File: config.mk
export PLATFORM = sky130hd
export DESIGN_NAME = rf_wb_sched
export DESIGN_NICKNAME = d
export VERILOG_FILES = /design/src/rtl/rf_wb_pkg.sv /design/src/rtl/wb_fifo.sv /design/src/rtl/rf_wb_sched.sv
export SDC_FILE = /design/constraint.sdc
export NUM_CORES = 1
export LEC_CHECK = 0
export ABC_AREA = 1
export BUFFER_PORTS_ARGS = -buffer_cell sky130_fd_sc_hd__buf_4
export CAP_MARGIN = 40
export CELL_PAD_IN_SITES_DETAIL_PLACEMENT = 0
export CELL_PAD_IN_SITES_GLOBAL_PLACEMENT = 1
export CORE_ASPECT_RATIO = 1.75
export CORE_MARGIN = 8
export CORE_UTILIZATION = 37
export DETAILED_ROUTE_END_ITERATION = 8
export PLACE_DENSITY_LB_ADDON = 0.1
export SLEW_MARGIN = 20
export SYNTH_ARGS = -nofsm -noshare
export SYNTH_HDL_FRONTEND = slang
export SYNTH_HIERARCHICAL = 1
export SYNTH_SLANG_ARGS = --single-unit
File: constraint.sdc
create_clock -name clk -period 6.1 [get_ports clk]
set_clock_uncertainty 0.1 [all_clocks]
set_input_delay 1.22 -clock clk [delete_from_list [all_inputs] [get_ports clk]]
set_output_delay 1.22 -clock clk [all_outputs]
set_load 0.01 [all_outputs]
File: src/rtl/rf_wb_pkg.sv
// rf_wb_pkg: shared types and helpers for the register-file write-back scheduler.
//   DATA_W / ADDR_W / SEQ_W : default widths of a buffered write
//   wb_entry_t              : one buffered write {addr, data, seq}
//   seq_older(a, b)         : 1 when tag a is older than tag b (modular compare)
package rf_wb_pkg;

    localparam int DATA_W = 32;
    localparam int ADDR_W = 5;
    localparam int SEQ_W  = 3;

    typedef struct packed {
        logic [ADDR_W-1:0] addr;
        logic [DATA_W-1:0] data;
        logic [SEQ_W-1:0]  seq;
    } wb_entry_t;

    // Tags in flight never span more than half the tag space, so the MSB of
    // the modular difference tells which of the two was issued first.
    function automatic logic seq_older(input logic [SEQ_W-1:0] a,
                                       input logic [SEQ_W-1:0] b);
        logic [SEQ_W-1:0] diff;
        diff = a - b;
        return diff[SEQ_W-1];
    endfunction

endpackage

File: src/rtl/wb_fifo.sv
// wb_fifo: DEPTH-entry register FIFO of wb_entry_t.
//   clk, rst : clock, asynchronous active-high reset
//   push/din : write one entry (caller guarantees not full)
//   pop      : drop the head entry (caller guarantees not empty)
//   head     : oldest entry, count : number of entries held
//   ents/vlds: every storage slot plus its valid bit, for the bypass scan
module wb_fifo
    import rf_wb_pkg::*;
#(
    parameter int DEPTH = 2
) (
    input  logic                           clk,
    input  logic                           rst,
    input  logic                           push,
    input  wb_entry_t                      din,
    input  logic                           pop,
    output wb_entry_t                      head,
    output logic [$clog2(DEPTH+1)-1:0]     count,
    output wb_entry_t [DEPTH-1:0]          ents,
    output logic [DEPTH-1:0]               vlds
);

    localparam int PTR_W = (DEPTH > 1) ? $clog2(DEPTH) : 1;
    localparam int CNT_W = $clog2(DEPTH+1);

    wb_entry_t [DEPTH-1:0] mem;
    logic [DEPTH-1:0]      vld;
    logic [PTR_W-1:0]      wr_ptr;
    logic [PTR_W-1:0]      rd_ptr;
    logic [CNT_W-1:0]      cnt;

    function automatic logic [PTR_W-1:0] ptr_next(input logic [PTR_W-1:0] p);
        return (p == PTR_W'(DEPTH-1)) ? '0 : p + 1'b1;
    endfunction

    always_ff @(posedge clk or posedge rst) begin
        if (rst) begin
            mem    <= '0;
            vld    <= '0;
            wr_ptr <= '0;
            rd_ptr <= '0;
            cnt    <= '0;
        end else begin
            // Push and pop never address the same slot: pop needs an entry,
            // push needs a free slot, so the two pointers differ whenever both fire.
            if (push) begin
                mem[wr_ptr] <= din;
                vld[wr_ptr] <= 1'b1;
                wr_ptr      <= ptr_next(wr_ptr);
            end
            if (pop) begin
                vld[rd_ptr] <= 1'b0;
                rd_ptr      <= ptr_next(rd_ptr);
            end
            case ({push, pop})
                2'b10:   cnt <= cnt + 1'b1;
                2'b01:   cnt <= cnt - 1'b1;
                default: cnt <= cnt;
            endcase
        end
    end

    assign head  = mem[rd_ptr];
    assign count = cnt;
    assign ents  = mem;
    assign vlds  = vld;

endmodule

File: src/rtl/rf_wb_sched.sv
// rf_wb_sched: merges ALU (src0) and load (src1) write-backs into the single
// regfile write port in program order, with a two-port bypass over pending writes.
//   clk, rst                    : clock, asynchronous active-high reset
//   s0_valid/ready/addr/data    : ALU write-back request
//   s1_valid/ready/addr/data    : load write-back request
//   rf_write/rf_waddr/rf_wdata  : regfile write port, one write per cycle
//   byp_addr*/byp_hit*/byp_data*: decode-side lookup of newest pending value
//   pending                     : any write still buffered
// The entry struct takes its widths from rf_wb_pkg; overrides of DATA_W,
// ADDR_W or SEQ_W must match the package values.
module rf_wb_sched #(
    parameter int DATA_W = rf_wb_pkg::DATA_W,
    parameter int ADDR_W = rf_wb_pkg::ADDR_W,
    parameter int DEPTH  = 2,
    parameter int SEQ_W  = rf_wb_pkg::SEQ_W
) (
    input  logic              clk,
    input  logic              rst,
    input  logic              s0_valid,
    output logic              s0_ready,
    input  logic [ADDR_W-1:0] s0_addr,
    input  logic [DATA_W-1:0] s0_data,
    input  logic              s1_valid,
    output logic              s1_ready,
    input  logic [ADDR_W-1:0] s1_addr,
    input  logic [DATA_W-1:0] s1_data,
    output logic              rf_write,
    output logic [ADDR_W-1:0] rf_waddr,
    output logic [DATA_W-1:0] rf_wdata,
    input  logic [ADDR_W-1:0] byp_addr0,
    input  logic [ADDR_W-1:0] byp_addr1,
    output logic              byp_hit0,
    output logic              byp_hit1,
    output logic [DATA_W-1:0] byp_data0,
    output logic [DATA_W-1:0] byp_data1,
    output logic              pending
);

    import rf_wb_pkg::*;

    localparam int CNT_W = $clog2(DEPTH+1);

    logic [SEQ_W-1:0] seq_q;
    logic             acc0, acc1;
    logic [SEQ_W-1:0] tag0, tag1;
    wb_entry_t        in0, in1;
    logic             pop0, pop1;
    wb_entry_t        head0, head1;
    logic [CNT_W-1:0] count0, count1;
    wb_entry_t [DEPTH-1:0] ents0, ents1;
    logic [DEPTH-1:0]      vlds0, vlds1;
    logic             ne0, ne1;

    assign s0_ready = (count0 < CNT_W'(DEPTH));
    assign s1_ready = (count1 < CNT_W'(DEPTH));
    assign acc0     = s0_valid && s0_ready;
    assign acc1     = s1_valid && s1_ready;

    // The load was issued before the ALU op retiring alongside it, so it takes
    // the lower tag when both arrive together.
    assign tag1 = seq_q;
    assign tag0 = (acc0 && acc1) ? seq_q + SEQ_W'(1) : seq_q;

    always_ff @(posedge clk or posedge rst) begin
        if (rst) seq_q <= '0;
        else     seq_q <= seq_q + SEQ_W'(acc0) + SEQ_W'(acc1);
    end

    assign in0 = '{addr: s0_addr, data: s0_data, seq: tag0};
    assign in1 = '{addr: s1_addr, data: s1_data, seq: tag1};

    wb_fifo #(.DEPTH(DEPTH)) u_fifo0 (
        .clk(clk), .rst(rst), .push(acc0), .din(in0), .pop(pop0),
        .head(head0), .count(count0), .ents(ents0), .vlds(vlds0)
    );

    wb_fifo #(.DEPTH(DEPTH)) u_fifo1 (
        .clk(clk), .rst(rst), .push(acc1), .din(in1), .pop(pop1),
        .head(head1), .count(count1), .ents(ents1), .vlds(vlds1)
    );

    assign ne0     = (count0 != '0);
    assign ne1     = (count1 != '0);
    assign pending = ne0 || ne1;

    // Oldest head goes to the regfile and is popped on the same edge.
    always_comb begin
        pop0     = ne0 && (!ne1 || seq_older(head0.seq, head1.seq));
        pop1     = ne1 && !pop0;
        rf_write = ne0 || ne1;
        rf_waddr = '0;
        rf_wdata = '0;
        if (pop0) begin
            rf_waddr = head0.addr;
            rf_wdata = head0.data;
        end else if (pop1) begin
            rf_waddr = head1.addr;
            rf_wdata = head1.data;
        end
    end

    wb_entry_t [2*DEPTH-1:0] all_ents;
    logic [2*DEPTH-1:0]      all_vlds;

    assign all_ents = {ents1, ents0};
    assign all_vlds = {vlds1, vlds0};

    // Returns {hit, data}; data stays zero on a miss.
    function automatic logic [DATA_W:0] byp_scan(input logic [ADDR_W-1:0]     addr,
                                                 input wb_entry_t [2*DEPTH-1:0] ents,
                                                 input logic [2*DEPTH-1:0]      vlds);
        logic      hit;
        wb_entry_t best;
        hit  = 1'b0;
        best = '0;
        for (int i = 0; i < 2*DEPTH; i++) begin
            if (vlds[i] && ents[i].addr == addr &&
                (!hit || seq_older(best.seq, ents[i].seq))) begin
                hit  = 1'b1;
                best = ents[i];
            end
        end
        return {hit, best.data};
    endfunction

    assign {byp_hit0, byp_data0} = byp_scan(byp_addr0, all_ents, all_vlds);
    assign {byp_hit1, byp_data1} = byp_scan(byp_addr1, all_ents, all_vlds);

endmodule

* Word level (Yosys, flattened, before mapping)
Cells that the tools add are included.
** Cells by class
- Add/sub/neg operators :: 18
- $mul :: 0
- Div/mod/pow operators :: 0
- Order comparisons :: 10
- Eq/ne operators :: 12
- Shift-type cells :: 0
- Mux-type cells :: 49
- Bitwise operators :: 6
- Reductions and logical operators :: 43
** Operator list (count)
- 35-bit 2-to-1 mux :: 8
- 40-bit 2-to-1 mux :: 6
- 80-bit bitwise mux :: 2
- 40-bit demux with 1-bit select :: 2
- 32-bit 2-to-1 mux :: 2
- 5-bit equality test :: 8
- 1-bit logical AND :: 23
- 3-bit subtractor :: 7
- 1-bit 2-to-1 mux :: 16
- 5-bit 2-to-1 mux :: 2
- 1-bit zero test :: 8
- 1-bit logical OR :: 8
- 1-bit by 2-bit < comparator with 1-bit output, second input constant :: 4
- 2-bit 2-to-1 mux :: 4
- 2-bit one-hot mux with 2 select lines :: 2
- 2-bit nonzero test :: 4
- 3-bit by 1-bit adder with 3-bit output :: 2
- 1-bit adder, second input constant :: 4
- 2-bit by 1-bit adder with 2-bit output, second input constant :: 2
- 2-bit bitwise AND :: 2
- 1-bit demux with 1-bit select :: 4
- 2-bit by 1-bit equality test with 1-bit output, second input constant :: 2
- 2-bit equality test, second input constant :: 2
- 1-bit greater-or-equal comparator, second input constant :: 4
- other kinds (6) :: 10
** Storage, ports and cells
- Flip-flop bits (word level) :: 175
- Bits in latches :: 0
- Memory bits (writable) :: 0
- ROM bits :: 0
- Input bits :: 88
- Output and inout port bits :: 107
- Logic and storage cells :: 159
- Memories kept :: 0

* Depth between registers and ports, before layout
- Word-level depth :: 15
- Depth in mapped cells :: 34
- Gate-level depth less buffers :: 31

* Hierarchy
Netlist, hierarchy kept.
** By module, submodules not included
- rf_wb_sched :: times used 1, cells an instance 908, area each 4728.3 um^2, sequential area each 75.1 um^2
- wb_fifo (u_fifo1) :: times used 1, cells an instance 458, area each 3739.8 um^2, sequential area each 2152.1 um^2
- wb_fifo (u_fifo0) :: times used 1, cells an instance 458, area each 3713.6 um^2, sequential area each 2152.1 um^2

* Least setup slack after synthesis
Ideal clock, no wire load.
- Path kind :: input-to-output
- From :: input byp_addr1[3]
- To :: output byp_data1[10]
- Arrival :: 4.655 ns
- Required time :: 4.780 ns
- Setup slack :: 0.125 ns
- Stages on the path :: 32
- Buffers on the path :: 3
- Cells stage by stage :: inv_2 -> a21oi_2 -> nand2_1 -> nor2_4 -> nand2_1 -> nor2_1 -> ha_1 -> nand2_1 -> nand2_1 -> nand2_2 -> nand3_4 -> nand2_4 -> clkbuf_1 -> nand2_1 -> o21ai_0 -> ha_1 -> nand2_1 -> nand2_1 -> nand2_2 -> nand3_4 -> nand2_4 -> clkbuf_1 -> o21ai_0 -> ha_1 -> nand2_2 -> nand2_1 -> nand2_2 -> nand3_4 -> nand2_8 -> buf_12 -> nand2_2 -> nand2_1
** On the way
- Longest elaborated chain between the ends :: 15
- Elaborated cells between the ends (all ways) :: 27
- Classes of those cells :: add/sub: 3; eq/ne: 4; mux: 7; reduce/logical: 13
** Ends and longest elaborated chain
- from (decl) :: line rf_wb_sched.sv:31 : input logic [ADDR_W-1:0] byp_addr1,
- 5-bit equality test :: line rf_wb_sched.sv:117 : if (vlds[i] && ents[i].addr == addr &&
- 1-bit logical AND :: line rf_wb_sched.sv:117
- 35-bit 2-to-1 mux / 1-bit 2-to-1 mux (equally long branches) :: line rf_wb_sched.sv:117
- 3-bit subtractor / 1-bit zero test (equally long branches) :: line rf_wb_pkg.sv:22, rf_wb_sched.sv:118
- 1-bit logical OR :: line rf_wb_sched.sv:118 : (!hit || seq_older(best.seq, ents[i].seq))) begin
- 1-bit logical AND :: line rf_wb_sched.sv:117
- 35-bit 2-to-1 mux / 1-bit 2-to-1 mux (equally long branches) :: line rf_wb_sched.sv:117
- 3-bit subtractor / 1-bit zero test (equally long branches) :: line rf_wb_pkg.sv:22, rf_wb_sched.sv:118
- 1-bit logical OR :: line rf_wb_sched.sv:118
- 1-bit logical AND :: line rf_wb_sched.sv:117
- 35-bit 2-to-1 mux / 1-bit 2-to-1 mux (equally long branches) :: line rf_wb_sched.sv:117
- 3-bit subtractor / 1-bit zero test (equally long branches) :: line rf_wb_pkg.sv:22, rf_wb_sched.sv:118
- 1-bit logical OR :: line rf_wb_sched.sv:118
- 1-bit logical AND :: line rf_wb_sched.sv:117
- 35-bit 2-to-1 mux (*) :: line rf_wb_sched.sv:117
- to (decl) :: line rf_wb_sched.sv:35 : output logic [DATA_W-1:0] byp_data1,
Every way passes the cells marked *; elsewhere a longest branch is shown, timed or not.

* Worst setup path after layout
- From :: input byp_addr1[4]
- To :: output byp_data1[14]
The elaborated chain is that of the path after synthesis.

==> results.sh <==
export IMPL_status="complete, no violations"
export IMPL_io_pins=195
export IMPL_maxCapViolations=0
export IMPL_powerDensity_nw_per_um2=512
export IMPL_grt_pass1_wl_mm=71.8
export IMPL_ir_drop_mv=0.337
export IMPL_rows=88
export IMPL_die_area_um2=39200
export IMPL_viasPerCell=5.21
export IMPL_post_route_min_period_ps=5950
export IMPL_antenna_found_initial=3
export IMPL_clkLatencyLatePin_ps=460
export IMPL_dpl_cell_area_um2=14100
export IMPL_drv_slew=0
export IMPL_critical_path_endpoint_type="output pin"
export IMPL_ant_nets=0
export IMPL_final_cell_area_um2=15500
export IMPL_setup_ws_ps=152
export IMPL_gr_usage_all_layers_pct=23.7
export IMPL_cts_max_level=4
export IMPL_tightest_slew_ps=907
export IMPL_drt_pass1_iter_count=6
export IMPL_max_freq_mhz=168
export IMPL_totalWireLength_mm=48.0
export IMPL_finalPower_w=0.00795
export IMPL_synth_seq_cells=175
export IMPL_fin_setup_tns_ps=0
export IMPL_clk_pin_slew_worst_paths_ps=70
export IMPL_cellLeakagePower_nw=7.89
export IMPL_place_ws_ps=-80.8
export IMPL_grt_max_degree=70
export IMPL_drive_gt1_share_pct=23.7
export IMPL_drcViolationCount=0
export IMPL_slowest_stage="ha_1"
export IMPL_syn_mean_instance_area_um2=6.68
export IMPL_rsz0062_at_grt="true"
export IMPL_grt_ovfl_total=0
export IMPL_ys_seq_area_share_pct=35.9
export IMPL_cts_root_buffer="clkbuf_16"
export IMPL_dieWidth_um=153
export IMPL_areaGrowthSynthToFinish_pct=27.3
export IMPL_cts_buffers=17
export IMPL_critPathRequiredTime_ps=4780
export IMPL_die_h_um=256
export IMPL_syn_nets=1924
export IMPL_slew_headroom_pct=38.7
export IMPL_initial_core_util_pct=37.3
export IMPL_finalCritPeriodShare_pct=97.5
export IMPL_cts_num_sinks=175
export IMPL_synth_area_um2=12200
export IMPL_path_class="in -> out"
export IMPL_grt_pass1_vias=12600
export IMPL_cts_tree="yes"
export IMPL_hold_class="reg -> reg"
export IMPL_synth_warnings=6
export IMPL_routedWlPerCell_um=19.8
export IMPL_netlist_instances=1824
export IMPL_layout_nets=2105
export IMPL_report_final_hold_viol_count=0
export IMPL_setup_violations=0
export IMPL_core_area_um2=32700
export IMPL_gp_congestion=0.904
export IMPL_slowest_delay_ps=300
export IMPL_worst_setup_path_start_kind="input pin"
export IMPL_synthDistinctLibCells=45
export IMPL_vias=12600
export IMPL_path_max_fanout=7
export IMPL_dpl_hpwl_mm=32.7
export IMPL_postCtsHoldBufs=0
export IMPL_drt_initial_drc_count=841
export IMPL_crit_top_cell="nand2_2"
export IMPL_critPathArrivalTime_ps=4630
export IMPL_clock_path_buffers=2
export IMPL_fin_util_pct=47.4
export IMPL_numPortBuffers=194
## routing by layer
| metal | wire length, µm | track usage, % |
|---|---|---|
| met3 | 2320 | 4.19 |
| met2 | 25600 | 43.9 |
| met5 | 13 | 0 |
| met4 | 1550 | 9.99 |
| met1 | 18500 | 25.8 |
## cells in the mapped netlist, drive strengths merged
library cell / n / area share [%]
nor2: 18 / 0.82
dfrtp: 175 / 36
clkbuf: 49 / 1.6
or2: 6 / 0.31
inv: 225 / 6.9
a211oi: 1 / 0.062
nand3: 177 / 8.2
o21ai: 301 / 12
nor3: 1 / 0.041
xor2: 12 / 0.86
fa: 1 / 0.16
o2111ai: 2 / 0.14
mux2: 1 / 0.092
nand2: 706 / 23
a221oi: 1 / 0.072
a21oi: 10 / 0.47
buf: 63 / 3.3
xnor2: 5 / 0.36
o22ai: 6 / 0.31
nand4: 5 / 0.26
a22o: 37 / 2.7
o221ai: 2 / 0.14
nor4b: 1 / 0.072
and2: 1 / 0.051
clkinv: 2 / 0.062
nor4: 5 / 0.48
ha: 11 / 1.1
## report_power, final
group,internal (W),leakage (nW),switching (W)
sequential,0.00172,2.17,0.000635
clock,0.000643,0.292,0.000521
combinational,0.00172,5.43,0.00271
total,0.00408,7.89,0.00386
## metrics by stage
| step | hold slack [ps] | instances |
|---|---|---|
| final | 404 | 2425 |
| after global routing | 435 | 2425 |
| after CTS | 409 | 2402 |
| after detailed placement | 389 | 2370 |
| after global placement | 388 | 2369 |
| after floorplan | 370 | 1824 |
## placed cells by master (no fill, tap or decap), types with 3 or more instances in the layout
| master | instances |
|---|---|
| nand2_4 | 20 |
| buf_6 | 33 |
| buf_4 | 223 |
| inv_2 | 15 |
| ha_1 | 8 |
| nand3_2 | 16 |
| nor2_4 | 7 |
| xor2_1 | 12 |
| nand3_4 | 7 |
| nand2_1 | 604 |
| inv_6 | 3 |
| a22o_1 | 37 |
| buf_12 | 9 |
| clkbuf_16 | 22 |
| a21oi_1 | 7 |
| buf_8 | 3 |
| dfrtp_1 | 173 |
| nand2_2 | 81 |
| ha_4 | 3 |
| nand4_1 | 5 |
| o21ai_2 | 3 |
| nor2_1 | 10 |
| o22ai_1 | 6 |
| nand3_1 | 154 |
| inv_1 | 206 |
| or2_2 | 6 |
| o21ai_0 | 255 |
| o21ai_1 | 42 |
| clkbuf_8 | 3 |
| xnor2_1 | 5 |
| inv_4 | 4 |
| clkinv_4 | 4 |
## critical path: cells and delay by family
family	cells	cell delay [ps]
AOI/OAI and AO/OA	2	140
adders and majority gates	3	800
buffers and inverters	4	440
and+or+nand+nor	24	2030
## area by class of cell
| type | count | area [µm²] |
|---|---|---|
| fillers | 3445 | 17200 |
| flip-flops and latches | 175 | 4380 |
| multi-input cells | 1311 | 6760 |
| diodes | 2 | 5.00 |
| repair buffers | 273 | 2400 |
| inverters | 227 | 862 |
| clock inverters | 10 | 129 |
| clock buffers | 22 | 474 |
| well taps | 405 | 507 |
## worst paths after layout
check,from,endpoint,slack [ps],depth (start not counted)
setup / recovery,byp_addr1[4],byp_data1[14],150,33
hold / removal,u_fifo0/ents[67],u_fifo0/ents[67],400,2
setup reg to reg,u_fifo0/rd_ptr,u_fifo0/count[1],2180,16
hold reg to reg,u_fifo0/ents[67],u_fifo0/ents[67],400,2
max in group asynchronous,rst,u_fifo1/rd_ptr,3990,3
min in group asynchronous,rst,seq_q[2],550,2
## repair_timing
action | in CTS | in global routing
gates cloned | 0 | 8
endpoints found under the setup margin | 61 | 64
setup buffers | 0 | 13
pin swaps | 0 | 53
gates resized for setup | 4 | 137
## sequential cells by signal, indices dropped and copies added (netlist names)
name and cells:
seq_q 3, u_fifo0/count 2, u_fifo0/ents 80, u_fifo0/rd_ptr 1, u_fifo0/vlds 2, u_fifo0/wr_ptr 1, u_fifo1/count 2, u_fifo1/ents 80
u_fifo1/rd_ptr 1, u_fifo1/vlds 2, u_fifo1/wr_ptr 1
## kinds of logic after synthesis
group,Yosys count,synth area share [%]
adder cells (fa/ha/maj),12,1.29
AO/OA/AOI/OAI,360,16.3
multiplexers,1,0.0924
XOR/XNOR,17,1.22
flip-flops,175,35.9
AND/OR/NAND/NOR,920,33.3
buffers and inverters,339,11.9
(Power assumes the default switching activity.)
